$ cat config.mk
export PLATFORM = sky130hd
export DESIGN_NAME = mac_seq_ctrl_flat
export DESIGN_NICKNAME = d
export VERILOG_FILES = /design/src/rtl/mac_seq_ctrl_if.sv /design/src/rtl/mac_seq_ctrl.sv /design/src/flat_wrapper.sv
export SDC_FILE = /design/constraint.sdc
export NUM_CORES = 1
export LEC_CHECK = 0
export CORE_MARGIN = 3
export CORE_UTILIZATION = 30
export DETAILED_ROUTE_END_ITERATION = 8
export HOLD_SLACK_MARGIN = 0.05
export PLACE_DENSITY = 0.57
export SETUP_SLACK_MARGIN = 0.5
export SYNTH_ARGS = -nofsm -noshare
export SYNTH_HDL_FRONTEND = slang
export SYNTH_SLANG_ARGS = --single-unit
export TNS_END_PERCENT = 100
$ cat constraint.sdc
create_clock -name wb_clk_i -period 2.8 [get_ports wb_clk_i]
set_input_delay 0.42 -clock wb_clk_i [delete_from_list [all_inputs] [get_ports wb_clk_i]]
set_output_delay 0.42 -clock wb_clk_i [all_outputs]
set_load 0.005 [all_outputs]
$ cat src/rtl/mac_seq_ctrl_if.sv
// Wishbone classic port between the management SoC and the MAC sequencer.
interface mac_seq_ctrl_if;
   logic        wbs_cyc_i;
   logic        wbs_stb_i;
   logic        wbs_we_i;
   logic [3:0]  wbs_sel_i;
   logic [31:0] wbs_adr_i;
   logic [31:0] wbs_dat_i;
   logic        wbs_ack_o;
   logic [31:0] wbs_dat_o;

   modport slave (
      input  wbs_cyc_i, wbs_stb_i, wbs_we_i, wbs_sel_i, wbs_adr_i, wbs_dat_i,
      output wbs_ack_o, wbs_dat_o
   );

   modport master (
      output wbs_cyc_i, wbs_stb_i, wbs_we_i, wbs_sel_i, wbs_adr_i, wbs_dat_i,
      input  wbs_ack_o, wbs_dat_o
   );
endinterface

$ cat src/rtl/mac_seq_ctrl.sv
// Wishbone-programmed sequencer: streams operand pairs from two local buffers into an
// external MAC unit, waits out its latency, latches the accumulator and flags DONE.
module mac_seq_ctrl #(
   parameter int unsigned DW      = 8,
   parameter int unsigned AW      = 4,
   parameter int unsigned ACCW    = 32,
   parameter int unsigned MAC_LAT = 2
) (
   input  logic            wb_clk_i,
   input  logic            wb_rst_n_i,
   mac_seq_ctrl_if.slave   wbs,
   output logic            mac_clr,
   output logic            mac_en,
   output logic [DW-1:0]   mac_a,
   output logic [DW-1:0]   mac_b,
   input  logic [ACCW-1:0] mac_acc,
   output logic            irq
);
   localparam int unsigned DEPTH = 1 << AW;
   localparam int unsigned CntW  = (MAC_LAT > 1) ? $clog2(MAC_LAT) : 1;

   typedef enum logic [2:0] {StIdle, StClr, StRun, StDrain, StDone} state_e;

   state_e          state_q;
   logic            ack_q;
   logic [31:0]     dat_q;
   logic            irq_en_q;
   logic            done_q;
   logic [AW:0]     len_q;
   logic [AW-1:0]   idx_q;
   logic [CntW-1:0] cnt_q;
   logic [ACCW-1:0] result_q;
   logic [DW-1:0]   a_q [DEPTH];
   logic [DW-1:0]   b_q [DEPTH];
   logic            mac_clr_q;
   logic            mac_en_q;
   logic [DW-1:0]   mac_a_q;
   logic [DW-1:0]   mac_b_q;

   logic            req;
   logic            wr;
   logic            busy;
   logic            full_sel;
   logic [5:0]      word;
   logic [AW-1:0]   entry;
   logic            sel_a;
   logic            sel_b;
   logic            wr_ctrl;
   logic            start;
   logic            clr_done;
   logic            last_beat;
   logic [31:0]     rdata;
   logic            unused_adr;

   assign req       = wbs.wbs_cyc_i & wbs.wbs_stb_i & ~ack_q;
   assign wr        = req & wbs.wbs_we_i;
   assign busy      = (state_q != StIdle);
   assign full_sel  = (wbs.wbs_sel_i == 4'hF);
   assign word      = wbs.wbs_adr_i[7:2];
   assign entry     = wbs.wbs_adr_i[2 +: AW];
   assign sel_a     = (word[5:4] == 2'b01);
   assign sel_b     = (word[5:4] == 2'b10);
   assign wr_ctrl   = wr & (word == 6'd0) & full_sel;
   assign start     = wr_ctrl & wbs.wbs_dat_i[0] & ~busy;
   assign clr_done  = wr_ctrl & wbs.wbs_dat_i[2];
   assign last_beat = ({1'b0, idx_q} == (len_q - 1'b1));
   assign unused_adr = ^{wbs.wbs_adr_i[31:8], wbs.wbs_adr_i[1:0]};

   always_comb begin
      rdata = '0;
      if (sel_a) begin
         rdata = 32'(a_q[entry]);
      end else if (sel_b) begin
         rdata = 32'(b_q[entry]);
      end else begin
         case (word)
            6'd0:    rdata = {30'd0, irq_en_q, 1'b0};
            6'd1:    rdata = 32'(len_q);
            6'd2:    rdata = {16'd0, 8'(idx_q), 6'd0, done_q, busy};
            6'd3:    rdata = 32'(result_q);
            default: rdata = '0;
         endcase
      end
   end

   // Bus side: ack/data pipeline, config registers and operand buffers.
   always_ff @(posedge wb_clk_i or negedge wb_rst_n_i) begin
      if (!wb_rst_n_i) begin
         ack_q    <= 1'b0;
         dat_q    <= '0;
         irq_en_q <= 1'b0;
         len_q    <= '0;
         for (int i = 0; i < int'(DEPTH); i++) begin
            a_q[i] <= '0;
            b_q[i] <= '0;
         end
      end else begin
         ack_q <= req;
         dat_q <= (req && !wbs.wbs_we_i) ? rdata : '0;
         if (wr_ctrl) irq_en_q <= wbs.wbs_dat_i[1];
         if (wr && !busy) begin
            if ((word == 6'd1) && full_sel) begin
               len_q <= (wbs.wbs_dat_i > 32'(DEPTH)) ? (AW+1)'(DEPTH) : wbs.wbs_dat_i[AW:0];
            end
            if (sel_a && wbs.wbs_sel_i[0]) a_q[entry] <= wbs.wbs_dat_i[DW-1:0];
            if (sel_b && wbs.wbs_sel_i[0]) b_q[entry] <= wbs.wbs_dat_i[DW-1:0];
         end
      end
   end

   always_ff @(posedge wb_clk_i or negedge wb_rst_n_i) begin
      if (!wb_rst_n_i) begin
         state_q   <= StIdle;
         idx_q     <= '0;
         cnt_q     <= '0;
         done_q    <= 1'b0;
         result_q  <= '0;
         mac_clr_q <= 1'b0;
         mac_en_q  <= 1'b0;
         mac_a_q   <= '0;
         mac_b_q   <= '0;
      end else begin
         mac_clr_q <= 1'b0;
         if (clr_done) done_q <= 1'b0;
         case (state_q)
            StIdle: begin
               if (start) begin
                  state_q   <= StClr;
                  mac_clr_q <= 1'b1;
                  idx_q     <= '0;
                  done_q    <= 1'b0;
               end
            end
            StClr: begin
               idx_q <= '0;
               if (len_q == '0) begin
                  state_q <= StDone;
               end else begin
                  state_q  <= StRun;
                  mac_en_q <= 1'b1;
                  mac_a_q  <= a_q[0];
                  mac_b_q  <= b_q[0];
               end
            end
            StRun: begin
               if (last_beat) begin
                  state_q  <= StDrain;
                  cnt_q    <= '0;
                  mac_en_q <= 1'b0;
                  mac_a_q  <= '0;
                  mac_b_q  <= '0;
               end else begin
                  idx_q   <= idx_q + 1'b1;
                  mac_a_q <= a_q[idx_q + 1'b1];
                  mac_b_q <= b_q[idx_q + 1'b1];
               end
            end
            StDrain: begin
               if (cnt_q == CntW'(MAC_LAT - 1)) state_q <= StDone;
               else                             cnt_q   <= cnt_q + 1'b1;
            end
            StDone: begin
               // An empty run never touched the MAC, so its stale accumulator is not reported.
               result_q <= (len_q == '0) ? '0 : mac_acc;
               done_q   <= 1'b1;
               state_q  <= StIdle;
            end
            default: state_q <= StIdle;
         endcase
      end
   end

   assign wbs.wbs_ack_o = ack_q;
   assign wbs.wbs_dat_o = dat_q;
   assign mac_clr       = mac_clr_q;
   assign mac_en        = mac_en_q;
   assign mac_a         = mac_a_q;
   assign mac_b         = mac_b_q;
   assign irq           = done_q & irq_en_q;
endmodule

$ cat src/flat_wrapper.sv
// flat-port wrapper written by rule: the top's interface ports become plain ports
module mac_seq_ctrl_flat 
#(
   parameter int unsigned DW      = 8,
   parameter int unsigned AW      = 4,
   parameter int unsigned ACCW    = 32,
   parameter int unsigned MAC_LAT = 2
)
  (wb_clk_i, wb_rst_n_i, mac_clr, mac_en, mac_a, mac_b, mac_acc, irq, wbs_wbs_cyc_i, wbs_wbs_stb_i, wbs_wbs_we_i, wbs_wbs_sel_i, wbs_wbs_adr_i, wbs_wbs_dat_i, wbs_wbs_ack_o, wbs_wbs_dat_o);
  mac_seq_ctrl_if wbs_i ();
  input  logic wb_clk_i;
  input  logic wb_rst_n_i;
  output logic mac_clr;
  output logic mac_en;
  output logic [DW-1:0] mac_a;
  output logic [DW-1:0] mac_b;
  input  logic [ACCW-1:0] mac_acc;
  output logic irq;
  input wire logic [$bits(wbs_i.wbs_cyc_i)-1:0] wbs_wbs_cyc_i;
  input wire logic [$bits(wbs_i.wbs_stb_i)-1:0] wbs_wbs_stb_i;
  input wire logic [$bits(wbs_i.wbs_we_i)-1:0] wbs_wbs_we_i;
  input wire logic [$bits(wbs_i.wbs_sel_i)-1:0] wbs_wbs_sel_i;
  input wire logic [$bits(wbs_i.wbs_adr_i)-1:0] wbs_wbs_adr_i;
  input wire logic [$bits(wbs_i.wbs_dat_i)-1:0] wbs_wbs_dat_i;
  output wire logic [$bits(wbs_i.wbs_ack_o)-1:0] wbs_wbs_ack_o;
  output wire logic [$bits(wbs_i.wbs_dat_o)-1:0] wbs_wbs_dat_o;
  assign wbs_i.wbs_cyc_i = wbs_wbs_cyc_i;
  assign wbs_i.wbs_stb_i = wbs_wbs_stb_i;
  assign wbs_i.wbs_we_i = wbs_wbs_we_i;
  assign wbs_i.wbs_sel_i = wbs_wbs_sel_i;
  assign wbs_i.wbs_adr_i = wbs_wbs_adr_i;
  assign wbs_i.wbs_dat_i = wbs_wbs_dat_i;
  assign wbs_wbs_ack_o = wbs_i.wbs_ack_o;
  assign wbs_wbs_dat_o = wbs_i.wbs_dat_o;
  mac_seq_ctrl #(.DW(DW), .AW(AW), .ACCW(ACCW), .MAC_LAT(MAC_LAT)) u_core (.wb_clk_i(wb_clk_i), .wb_rst_n_i(wb_rst_n_i), .wbs(wbs_i), .mac_clr(mac_clr), .mac_en(mac_en), .mac_a(mac_a), .mac_b(mac_b), .mac_acc(mac_acc), .irq(irq));
endmodule
; ---- After elaboration in Yosys (flattened, before gate mapping)
; Index checks and enable logic that the tools add are counted.
; Widths: inputs -> output; s select.
[word_totals]
reg_bits = 354
in_bits = 105
output_inout_bits = 52
word_cells = 150
[classes]
n_addsub = 3
n_lt_le_gt_ge = 4
n_eq_ne = 16
n_mux = 46
bitwise_logic = 13
reduce_logical = 23
[op_table]
columns = operator, count
row1 = $bwmux 128, 2
row2 = $bmux 8 s4, 4
row3 = $mux 32, 4
row4 = $pmux 32 s4, 1
row5 = $mux 8, 13
row6 = $demux 8 s4, 1
row7 = $gt 32x5->1 const B, 1
row8 = $pmux 8 s2, 2
row9 = $eq 6x2->1 const B, 2
row10 = $mux 3, 4
row11 = $pmux 3 s4, 1
row12 = $pmux 4 s3, 1
row13 = $ge 5x5->1 const B, 2
row14 = $not 4->5, 2
row15 = $reduce_and 2->1, 5
row16 = $and 1x1->1, 9
row17 = $reduce_and 3->1, 3
row18 = $mux 4, 2
row19 = $mux 1, 7
row20 = $eq 3x2->1 const B, 2
row21 = $eq 6x1->1 const B, 1
row22 = $logic_and 1x1->1, 6
row23 = $logic_not 6->1, 1
row24 = $ne 2x1->1 const B, 3
row25 = other kinds (19), 26

; ---- Logic depth before layout (Yosys ltp)
[depth]
depth_word = 9
ltp_mapped = 10
depth_no_buf = 8

; ---- Worst setup path before layout
; Ideal clock, no wire load.
[synth_timing]
kind = register to register
startpoint = register u_core.idx_q[1]
endpoint = register u_core.mac_b_q[4], in the netlist u_core.mac_b[4]
setup_ps = 141
arrival_ps = 2236
required_ps = 2659
slack_ps = 423
stages_incl_launch_ff = 7
path_buffers = 1
synth_period_minus_slack_ps = 2377
path_cell_list = dfrtp_1 > ha_1 > clkbuf_1 > mux4_2 > a22o_1 > o21ai_0 > a31oi_1
[synth_between]
elab_chain_cells = 7
elab_cells_between_ends = 8
cone_classes = add/sub: 1 / eq/ne: 1 / mux: 5 / bitwise: 1
[synth_lines]
columns = item, line
row1 = from (decl), mac_seq_ctrl.sv:30  ; logic [AW-1:0] idx_q;
row2 = from (signal assigned), mac_seq_ctrl.sv:153  ; idx_q <= idx_q + 1'b1;
row3 = $add 4x1->4, mac_seq_ctrl.sv:155  ; mac_b_q <= b_q[idx_q + 1'b1];
row4 = $not 4->5 (implied by the code), mac_seq_ctrl.sv:155
row5 = $bmux 8 s4, mac_seq_ctrl.sv:155
row6 = $mux 8 (implied by the code) (2 in series), mac_seq_ctrl.sv:155
row7 = $mux 8 *, mac_seq_ctrl.sv:146  ; if (last_beat) begin
row8 = $pmux 8 s2 *, mac_seq_ctrl.sv:125  ; case (state_q)
row9 = to (signal assigned), mac_seq_ctrl.sv:142  ; mac_b_q <= b_q[0];
row10 = to (signal assigned), mac_seq_ctrl.sv:155
row11 = to (decl), mac_seq_ctrl.sv:38  ; logic [DW-1:0] mac_b_q;
; Mark *: on every way between the ends. The rest lies on a longest branch, timed or not. The select of a mux whose other input is x is not followed.
; A chain may end at the register's enable or synchronous reset.

; ---- Worst setup path after layout
[layout_timing]
startpoint = register u_core.idx_q[0]
endpoint = register u_core.mac_a_q[6], in the netlist u_core.mac_a[6]
[layout_between]
elab_chain_cells = 7
elab_cells_between_ends = 8
cone_classes = add/sub: 1 / eq/ne: 1 / mux: 5 / bitwise: 1
[layout_lines]
columns = item, line
row1 = $add 4x1->4, mac_seq_ctrl.sv:154  ; mac_a_q <= a_q[idx_q + 1'b1];
row2 = $not 4->5 (implied by the code), mac_seq_ctrl.sv:154
row3 = $bmux 8 s4, mac_seq_ctrl.sv:154
row4 = $mux 8 (implied by the code) (2 in series), mac_seq_ctrl.sv:154
row5 = $mux 8 *, mac_seq_ctrl.sv:146
row6 = $pmux 8 s2 *, mac_seq_ctrl.sv:125
row7 = to (signal assigned), mac_seq_ctrl.sv:141  ; mac_a_q <= a_q[0];
row8 = to (signal assigned), mac_seq_ctrl.sv:154
row9 = to (decl), mac_seq_ctrl.sv:37  ; logic [DW-1:0] mac_a_q;
; Marks and branches as above.

==> results.md <==
| Parameter | Value | Unit |
| --- | --- | --- |
| Wire length of the first global-routing pass | 83,000 | um |
| MaxCap Viol Count | 0 | - |
| GP Congestion | 0.846 | - |
| Summed instance area of the synthesized netlist | 0.0179 | mm2 |
| Fraction of layout instances using a drive strength above 1 | 35.0 | % |
| Area growth from synthesis to layout | 25.0 | % |
| Launching point of the worst reg2reg path | u_core.idx_q[0] | - |
| Biggest fanout along the worst timing path | 10 | - |
| Number of nets at the end of the flow | 1,669 | - |
| Diode insertion count for antenna repair | 0 | - |
| Setup repair after global routing missed its margin | true | - |
| Vias per std cell | 5.34 | - |
| Hold crit path type | input pin to async pin | - |
| Min cycle time layout | 2.31 | ns |
| Data arrival time at the worst-slack endpoint | 2.76 | ns |
| Worst-Skew Late Latency | 0.58 | ns |
| TritonCTS clock tree | built | - |
| Synthesized netlist net count | 1,482 | - |
| Share of flip-flops with an asynchronous set or reset | 100 | % |
| Post-synthesis cell type count | 56 | - |
| Run status | finished clean | - |
| TritonCTS Buffers | 42 | - |
| Number of pins exceeding their max-slew limit in the final report | 0 | - |
| CP Data Required Time | 3.25 | ns |
| Worst IR Drop VDD | 454 | uV |
| Number of global-route vias before repair | 13,205 | - |
| Global Route Usage Sum | 17.2 | % |
| Fmax | 0.433 | GHz |
| Endpoints failing hold | 0 | - |
| CTS root buf | sky130_fd_sc_hd__clkbuf_16 | - |
| I/O pin cnt | 157 | - |
| Max_slew headroom | 33.6 | % |
| Initial Utilization | 30.6 | % |
| Share of synthesized area occupied by flip-flops and latches | 49.6 | % |
| Clock input transition at the sequential cells of the worst setup and hold paths | 0.06 | ns |
| Worst Setup End Kind | flop | - |
| Number of port buffers | 130 | - |
| Placed wire-length estimate | 37,500 | um |
| Total number of placement rows | 88 | - |
| Cell Pwr Density | 737 | mW/mm2 |
| Avg Inst Size Synth | 13.0 | um2 |
| Leakage power of the design | 10.1 | nW |
| Crit path from | u_core.idx_q[0] | - |
| Pre-Repair DR Iteration Count | 5 | - |
| Worst clock skew on the final layout | 0.0307 | ns |
| Remaining antenna violation count | 0 | - |
| WL/cell | 23.0 | um |
| Hold WS | 0.387 | ns |
| Number of synthesized flops with an enable pin | 0 | - |
| Post-Syn Instances | 1,375 | - |
| Sum of overflow across all layers after global routing | 0 | - |
| Number of DRC violations after detailed routing | 0 | - |
| Max clock buf depth | 3 | - |
| Count of final setup violators | 0 | - |
| Post-synthesis register bit count | 354 | - |
| Crit share post-route | 82.4 | % |
| Critical path type | flop to flop | - |
| Wire length reported by the detailed router | 54,400 | um |
| # H-tree levels | 2 | - |
| Antenna violations before repair | 1 | - |
| Violation count after the first detailed-route iteration | 829 | - |
| Die area | 0.0625 | mm2 |
| Maximum number of pins on one net before global-route repair | 73 | - |
| Predominant post-synthesis flop cell | sky130_fd_sc_hd__dfrtp_1 | - |
| Core box area | 0.0584 | mm2 |
| Clock sinks | 354 | - |
| Crit start category | flop | - |
| Vias | 12,608 | - |
| Horiz. Die Dim | 250 | um |
| Tightest Pin Transition | 0.992 | ns |
| Floorplan die height | 250 | um |
| Total negative slack | 0 | ns |
| Ys Warns | 0 | - |
[path summary, 6_finish.rpt]
kind / slack, ns / cells past startpoint / to
min in group wb_clk_i: 0.42 / 3 / u_core.result_q[26]
hold reg to reg: 0.46 / 1 / u_core.wbs.wbs_dat_o[30]
max in group asynchronous: 1.47 / 3 / u_core.a_q[85]
setup reg to reg: 0.49 / 7 / u_core.mac_a[6]
hold / removal: 0.39 / 2 / u_core.wbs.wbs_dat_o[23]
setup / recovery: 0.49 / 7 / u_core.mac_a[6]
[per-stage QoR]
stage / instance area (um2) / setup slack (ns) / power [mW] / util (%) / instances
after global placement: 20700 / 0.0933 / 10.4 / 35.5 / 2276
final: 22300 / 0.493 / 16.5 / 38.3 / 2360
after floorplan: 17900 / 0.530 / 8.45 / - / 1375
after detailed placement: 20700 / 0.0734 / 10.5 / 35.5 / 2276
after global routing: 22300 / 0.423 / 17.2 / 38.3 / 2360
after CTS: 22300 / 0.481 / 16.6 / 38.2 / 2357
[routing by layer]
metal / vias to the layer above / track usage, % / share of wire [%]
met3: 78 / 3.58 / 6.8
met2: 422 / 27.1 / 46
li1: 5528 / - / -
met5: - / 0 / 0
met4: 0 / 5.80 / 2.9
met1: 6580 / 23.8 / 44
[sequential cells by signal, summed over array words and instances (netlist names)]
| register | count |
|---|---|
| u_core.mac_b | 8 |
| u_core.wbs.wbs_ack_o | 1 |
| u_core.cnt_q | 1 |
| u_core.idx_q | 4 |
| u_core.a_q | 128 |
| u_core.b_q | 128 |
| u_core.state_q | 3 |
| u_core.mac_en | 1 |
| u_core.irq_en_q | 1 |
| u_core.wbs.wbs_dat_o | 32 |
| u_core.len_q | 5 |
| u_core.done_q | 1 |
| u_core.mac_clr | 1 |
| u_core.mac_a | 8 |
| u_core.result_q | 32 |
[power breakdown]
part | leakage [nW] | internal (mW) | total [mW] | switching [mW]
Combinational | 4.52 | 2.07 | 4.66 | 2.59
Clock | 0.735 | 3.52 | 5.79 | 2.27
Sequential | 4.81 | 5.62 | 6.00 | 0.386
[critical path, stage by stage (launching register included)]
cell	delay, ns
sky130_fd_sc_hd__dfrtp_4	0.52
sky130_fd_sc_hd__ha_4	0.37
sky130_fd_sc_hd__buf_4	0.18
sky130_fd_sc_hd__buf_16	0.15
sky130_fd_sc_hd__mux4_2	0.51
sky130_fd_sc_hd__a22o_1	0.23
sky130_fd_sc_hd__o21ai_2	0.15
sky130_fd_sc_hd__a31oi_1	0.10
[cells in the final DEF (no fill, tap or decap), types with 9 or more instances in the layout]
master	n
sky130_fd_sc_hd__mux2i_1	35
sky130_fd_sc_hd__o21ai_1	9
sky130_fd_sc_hd__and2_1	25
sky130_fd_sc_hd__a22o_1	39
sky130_fd_sc_hd__a21oi_1	16
sky130_fd_sc_hd__clkinv_2	11
sky130_fd_sc_hd__nand3_1	13
sky130_fd_sc_hd__buf_4	97
sky130_fd_sc_hd__nor2b_1	18
sky130_fd_sc_hd__clkbuf_16	43
sky130_fd_sc_hd__a31oi_1	20
sky130_fd_sc_hd__clkdlybuf4s50_1	126
sky130_fd_sc_hd__nor4_1	9
sky130_fd_sc_hd__nand2_2	12
sky130_fd_sc_hd__mux2_2	219
sky130_fd_sc_hd__nor2_1	36
sky130_fd_sc_hd__clkbuf_8	9
sky130_fd_sc_hd__o21ai_0	76
sky130_fd_sc_hd__nor3_1	10
sky130_fd_sc_hd__mux2_1	10
sky130_fd_sc_hd__dfrtp_1	353
sky130_fd_sc_hd__nand2_1	156
sky130_fd_sc_hd__a22oi_1	15
sky130_fd_sc_hd__buf_12	17
sky130_fd_sc_hd__mux4_2	115
[cell usage after synthesis, types with 10 or more instances]
cell type                  number  area, um2
sky130_fd_sc_hd__dfrtp_1      354       8860
sky130_fd_sc_hd__mux2_2       219       2470
sky130_fd_sc_hd__nand2_1      157        589
sky130_fd_sc_hd__mux4_2       115       2590
sky130_fd_sc_hd__o21ai_0       87        435
sky130_fd_sc_hd__clkbuf_1      60        225
sky130_fd_sc_hd__nor2_1        40        150
sky130_fd_sc_hd__a22o_1        39        342
sky130_fd_sc_hd__mux2i_1       35        350
sky130_fd_sc_hd__and2_1        25        156
sky130_fd_sc_hd__buf_2         24        120
sky130_fd_sc_hd__a31oi_1       20        125
sky130_fd_sc_hd__nor2b_1       18        113
sky130_fd_sc_hd__a21oi_1       17       85.1
sky130_fd_sc_hd__a22oi_1       15        113
sky130_fd_sc_hd__nand3_1       13       65.1
sky130_fd_sc_hd__nand2_2       11       68.8
sky130_fd_sc_hd__mux2_1        10        113
sky130_fd_sc_hd__nor3_1        10       50.1
[cell families (layout without fill, tap and decap cells)]
| kind of cell | after synthesis | after routing | share of synthesized area, % |
|---|---|---|---|
| AO/OA/AOI/OAI | 207 | 207 | 7.74 |
| XOR/XNOR | 9 | 9 | 0.441 |
| adder cells (fa/ha/maj) | 2 | 2 | 0.140 |
| buffers and inverters | 107 | 327 | 2.70 |
| flip-flops | 354 | 354 | 49.6 |
| multiplexers | 379 | 379 | 30.9 |
| AND/OR/NAND/NOR | 317 | 317 | 8.55 |
[final cells by class]
class	instances	area (um2)
flip-flops and latches	354	8860
repair buffers	244	2390
multi-input cells	914	8630
well taps	765	957
fillers	5575	36000
clock buffers	56	1210
clock inverters	21	263
inverters	6	22.5
[timing repair]
| item | in CTS | in global routing |
|---|---|---|
| hold buffers | 1 | 0 |
| gates cloned | 1 | 0 |
| gates resized for setup | 23 | 7 |
| setup endpoints to repair | 21 | 53 |
| pin swaps | 3 | 0 |
| buffers inserted | 2 | 3 |
| endpoints found under the hold margin | 63 | 0 |
No activity file was read; power rests on OpenSTA's default activity.
